## config.mk

```make
export PLATFORM = sky130hd
export DESIGN_NAME = instruction_fetch_unit
export DESIGN_NICKNAME = d
export VERILOG_FILES = /design/src/rtl/instruction_fetch_unit.sv
export SDC_FILE = /design/constraint.sdc
export NUM_CORES = 1
export LEC_CHECK = 0
export BUFFER_PORTS_ARGS = -buffer_cell sky130_fd_sc_hd__buf_2
export CORE_MARGIN = 2
export CORE_UTILIZATION = 53
export CTS_BUF_LIST = sky130_fd_sc_hd__clkbuf_4 sky130_fd_sc_hd__clkbuf_8
export CTS_CLUSTER_SIZE = 12
export DETAILED_ROUTE_END_ITERATION = 8
export PLACE_DENSITY = 0.9
export SLEW_MARGIN = 10
export SYNTH_ARGS = -nofsm -noshare
export SYNTH_HDL_FRONTEND = slang
export SYNTH_SLANG_ARGS = --single-unit
```

## constraint.sdc

```tcl
create_clock -name Clock -period 4.25 [get_ports Clock]
set_clock_uncertainty 0.2 [all_clocks]
set_input_delay 0.425 -clock Clock [delete_from_list [all_inputs] [get_ports Clock]]
set_output_delay 0.425 -clock Clock [all_outputs]
set_load 0.02 [all_outputs]
```

## src/rtl/instruction_fetch_unit.sv

```systemverilog
// instruction_fetch_unit
//   Fetches one 16-bit instruction as two byte reads (low byte first) from a
//   byte-wide memory, addressed straight from the register-file PC. After each
//   byte arrives it pulses pc_inc so the register file advances the PC, then
//   presents the assembled instruction to the control unit.
//
// Ports
//   Clock     in   rising-edge system clock
//   rst       in   asynchronous active-low reset
//   start     in   request one fetch (ignored mid-fetch, not queued)
//   flush     in   abort any fetch, return to IDLE next cycle (beats start)
//   pc_addr   in   current PC from the address register file
//   mem_data  in   memory read data, valid MEM_LAT cycles after mem_rd
//   mem_addr  out  pass-through of pc_addr
//   mem_rd    out  one-cycle read strobe per byte
//   pc_inc    out  one-cycle PC increment request per byte received
//   busy      out  high whenever not IDLE
//   ir_q      out  last completed instruction {hi, lo}
//   ir_valid  out  one-cycle pulse in DONE; ir_q takes the new value on that edge
module instruction_fetch_unit #(
    parameter int MEM_LAT = 1,
    parameter int DATA_W  = 8,
    parameter int INSTR_W = 16
) (
    input  logic               Clock,
    input  logic               rst,
    input  logic               start,
    input  logic               flush,
    input  logic [15:0]        pc_addr,
    input  logic [DATA_W-1:0]  mem_data,
    output logic [15:0]        mem_addr,
    output logic               mem_rd,
    output logic               pc_inc,
    output logic               busy,
    output logic [INSTR_W-1:0] ir_q,
    output logic               ir_valid
);

    localparam int CNT_W = (MEM_LAT > 1) ? $clog2(MEM_LAT) : 1;
    localparam logic [CNT_W-1:0] LAT_INIT = CNT_W'(MEM_LAT - 1);

    typedef enum logic [2:0] {
        IDLE, ISSUE_LO, WAIT_LO, ISSUE_HI, WAIT_HI, DONE
    } state_t;

    state_t             state, nextState;
    logic [CNT_W-1:0]   latCnt;
    logic [DATA_W-1:0]  loByte, hiByte;
    logic               latLoad, latDec, capLo, capHi, irLoad;

    // No address state here: the register file owns the PC.
    assign mem_addr = pc_addr;
    assign busy     = (state != IDLE);

    always_ff @(posedge Clock or negedge rst) begin
        if (!rst) begin
            state  <= IDLE;
            latCnt <= '0;
            loByte <= '0;
            hiByte <= '0;
            ir_q   <= '0;
        end else begin
            state <= nextState;
            if (latLoad)     latCnt <= LAT_INIT;
            else if (latDec) latCnt <= latCnt - 1'b1;
            if (capLo)  loByte <= mem_data;
            if (capHi)  hiByte <= mem_data;
            // Only a completed fetch reaches here, so ir_q never shows a half instruction.
            if (irLoad) ir_q <= {hiByte, loByte};
        end
    end

    always_comb begin
        nextState = state;
        mem_rd    = 1'b0;
        pc_inc    = 1'b0;
        ir_valid  = 1'b0;
        latLoad   = 1'b0;
        latDec    = 1'b0;
        capLo     = 1'b0;
        capHi     = 1'b0;
        irLoad    = 1'b0;
        if (flush) begin
            // Suppresses every strobe this cycle; a low-byte pc_inc already
            // issued stays issued and the control unit reloads the PC.
            nextState = IDLE;
        end else begin
            unique case (state)
                IDLE: begin
                    if (start) nextState = ISSUE_LO;
                end
                ISSUE_LO: begin
                    mem_rd    = 1'b1;
                    latLoad   = 1'b1;
                    nextState = WAIT_LO;
                end
                WAIT_LO: begin
                    if (latCnt != '0) begin
                        latDec = 1'b1;
                    end else begin
                        capLo     = 1'b1;
                        pc_inc    = 1'b1;
                        nextState = ISSUE_HI;
                    end
                end
                ISSUE_HI: begin
                    // pc_addr already reflects the increment from WAIT_LO.
                    mem_rd    = 1'b1;
                    latLoad   = 1'b1;
                    nextState = WAIT_HI;
                end
                WAIT_HI: begin
                    if (latCnt != '0) begin
                        latDec = 1'b1;
                    end else begin
                        capHi     = 1'b1;
                        pc_inc    = 1'b1;
                        nextState = DONE;
                    end
                end
                DONE: begin
                    ir_valid  = 1'b1;
                    irLoad    = 1'b1;
                    nextState = start ? ISSUE_LO : IDLE;
                end
                default: nextState = IDLE;
            endcase
        end
    end

endmodule

```

==> out/qor.txt <==
Kind of path behind the tightest hold check: in2reg
Flop2flop setup slack: 2.32 ns
Worst EP arrival: 1.93 ns
Vias per std cell: 5.68
Post-Route WL: 2760 um
Critical register-to-register path startpoint: state[2]$_DFFE_PN0P_
Die extent in y: 58.5 um
Post-synthesis sequential element count: 36
Starting DRC count in detailed routing: 31
Antenna violations before repair: 0
Detail Placement HPWL: 2020 um
Fraction of the yosys area taken by sequential cells: 0.572
Number of H-tree branching levels: 2
Layout overhead on the synthesized area: 9.62%
Worst slew margin: 0.498
Number of max-slew violations in the final report: 0
Final count of hold timing violations: 0
Leakage power figure: 0.879 nW
Count of buffers added by post-CTS timing repair for setup: 0
Commonest cells in the synthesized netlist: dfrtp_1, mux2_2, buf_4, buf_2, nand2_1
CP startpoint kind: register
Core region area: 2780 um^2
Most area-hungry cell type in the Yosys netlist: dfrtp_1
Initial Util: 0.566
CP Capture Type: output port
Full die area: 3420 um^2
Post-cts gate resize count: 0
Switching Power: 0.260 mW
Number of global-route vias before repair: 926
Number of instances on the worst hold path: 2
Largest fanout on the critical path: 13
List of cells traversed by the critical path: nor4_4, or2_2, buf_2
Total vias in the final route: 920
Clk_lat worst skew: 0.34 ns
Post-synthesis area per instance: 14.1 um^2
Final layout net count: 158
Placer Congestion: 0.820
Area contributors post-synth: dfrtp_1, mux2_2, buf_4, nor4_4, buf_2
Startpoint-to-endpoint class of the critical path: reg2out
Power share of the clock group: 0.258
Number of cells in the finished layout apart from fillers: 162
Reg-to-reg endpoint: loByte[3]$_DFFE_PN0P_
Synth async-reset ratio: 1.00
Final antenna diode count: 0
Post-route ant nets: 0
Overall die width: 58.5 um
FF-to-FF path depth: 2
Comb power frac: 0.215
Result of the run: completed
Number of buffers created by CTS: 5
Number of synthesized flops with an enable pin: 0
Cts hold-fix bufs: 1
Fraction of power spent switching nets: 0.284
Cell internal pwr: 0.654 mW
Cell count after placement: 153
Sum of negative setup slack: 0 ns
Highest attainable clock frequency: 0.391 GHz
Number of max-cap violations: 0
Register share of total power: 0.527
Final-report setup violation count: 0
Highest ir drop seen on vdd: 0.000440 V
Worst path top cell family by delay: simple AND/OR/NAND/NOR gates
Num ports: 64
Terminating pin of the worst hold path: hiByte[0]$_DFFE_PN0P_
Clock buffer depth: 2
Critical path's largest stage delay: 0.68 ns
Final cycle utilization of the critical path: 0.602
Wire length of the first global-routing pass: 4550 um
Start point of the worst min-delay path: mem_data[0]
Worst slew pin tran: 0.754 ns
Remaining design rule violation count: 0
Wirelength per Cell: 17.0 um
Post-layout total power: 0.914 mW
Layout cell share with drive strength beyond 1: 0.580
Mapped Area: 1570 um^2
Area share of the leading cell type in the synthesized netlist: 0.572
Largest net degree at the start of global routing: 37
Gate count of the mapped netlist: 112
Yosys Warn Count: 0
Port-buffer cells: 31
Number of sinks driven by the clock tree: 36
Cell with the largest stage delay on the worst path: nor4_4
Clock transition time at the flip-flop clock pins of the worst setup and hold paths: 0.12 ns
PD cells: 530 nW/um^2
Final worst path period need: 2.56 ns
TritonCTS clock tree: yes
Overall global routing resource usage: 0.187
Setup repair after global routing missed its margin: no
Syn_nets: 140
Dominant register cell in the synthesized netlist: dfrtp_1
Minimum hold slack: 0.121 ns
Most frequent cell after synthesis: dfrtp_1
Post-synth cell types: 24
Overflow left after global routing: 0
Final core utilization: 0.620
Required time at the endpoint of the critical path: 3.62 ns
FP Rows: 19
Library cell used as clock root buffer: clkbuf_4
Number of iterations in the first detailed-routing pass: 4
Count of buffering cells on the critical path with inverters included: 1
## routing by layer
layer  track usage  wire length, um
met3        0.0769              198
met5             0                0
met4        0.0831               60
met2         0.297             1460
met1         0.225             1040
## worst max path at each step
stage                   to  cells after the start                 start
floorplan           pc_inc                      3                 flush
global placement    pc_inc                      4                 flush
detailed placement  pc_inc                      4                 flush
CTS                 pc_inc                      3  state[2]$_DFFE_PN0P_
global route        pc_inc                      3  state[2]$_DFFE_PN0P_
finish              pc_inc                      3  state[2]$_DFFE_PN0P_
## power groups by stage
stage,logic [mW],registers [mW],clock network [mW]
2_1_floorplan,0.143,0.493,0
3_3_place_gp,0.187,0.480,0
3_5_place_dp,0.198,0.489,0
4_1_cts,0.199,0.482,0.242
5_1_grt,0.212,0.495,0.257
6_report,0.196,0.481,0.236
## layout make-up
| type | instances | area (um^2) |
|---|---|---|
| Fill cell | 213 | 1060 |
| Sequential cell | 36 | 901 |
| Clock buffer | 5 | 37.5 |
| Multi-Input combinational cell | 54 | 533 |
| Clock inverter | 3 | 42.5 |
| Timing Repair Buffer | 33 | 173 |
| Tap cell | 31 | 38.8 |
## registers in the layout (all words and copies together), names as in the netlist
register  cells
ir_q         16
hiByte        8
loByte        8
state         3
latCnt        1
## kinds of logic after synthesis
logic type,synth area share
xor gates and xnor gates,0.00557
muxes,0.229
DFF,0.572
AOI/OAI and AO/OA,0.0199
and+or+nand+nor,0.0747
buffers and inverters,0.0986
## cells in the final DEF (no fill, tap or decap)
master,netlist,final
bufinv_16,0,1
and3_1,1,1
dlygate4sd3_1,0,1
o21ai_0,1,1
clkbuf_4,0,5
a31oi_1,1,1
o21a_1,1,1
or3_1,2,2
clkinv_2,0,1
or2_2,1,1
nand4b_1,1,1
xnor2_1,1,1
nand3b_1,1,1
o211ai_1,1,1
buf_4,16,1
mux2_2,32,32
clkinvlp_4,0,1
buf_2,4,31
a21oi_1,1,1
nor2_1,2,2
nand2_1,3,3
dfrtp_1,36,36
nor4_4,1,1
nor3_1,1,1
nor3b_1,1,1
nor4bb_4,0,1
nand2b_4,1,1
## metrics by stage
| step | instance area (um^2) | setup WS [ns] |
|---|---|---|
| 2_1_floorplan | 1570 | 2.31 |
| 3_5_place_dp | 1640 | 1.99 |
| 4_1_cts | 1730 | 1.69 |
| 3_3_place_gp | 1640 | 2.07 |
| 5_1_grt | 1730 | 1.55 |
| 6_report | 1730 | 1.69 |
## worst reg2reg max path: cells and delay by family, from the launching register on
family	cells	cell delay, ns
DFF	1	0.53
muxes	1	0.41
and+or+nand+nor	1	0.68
No activity file was read; power rests on OpenSTA's default activity.
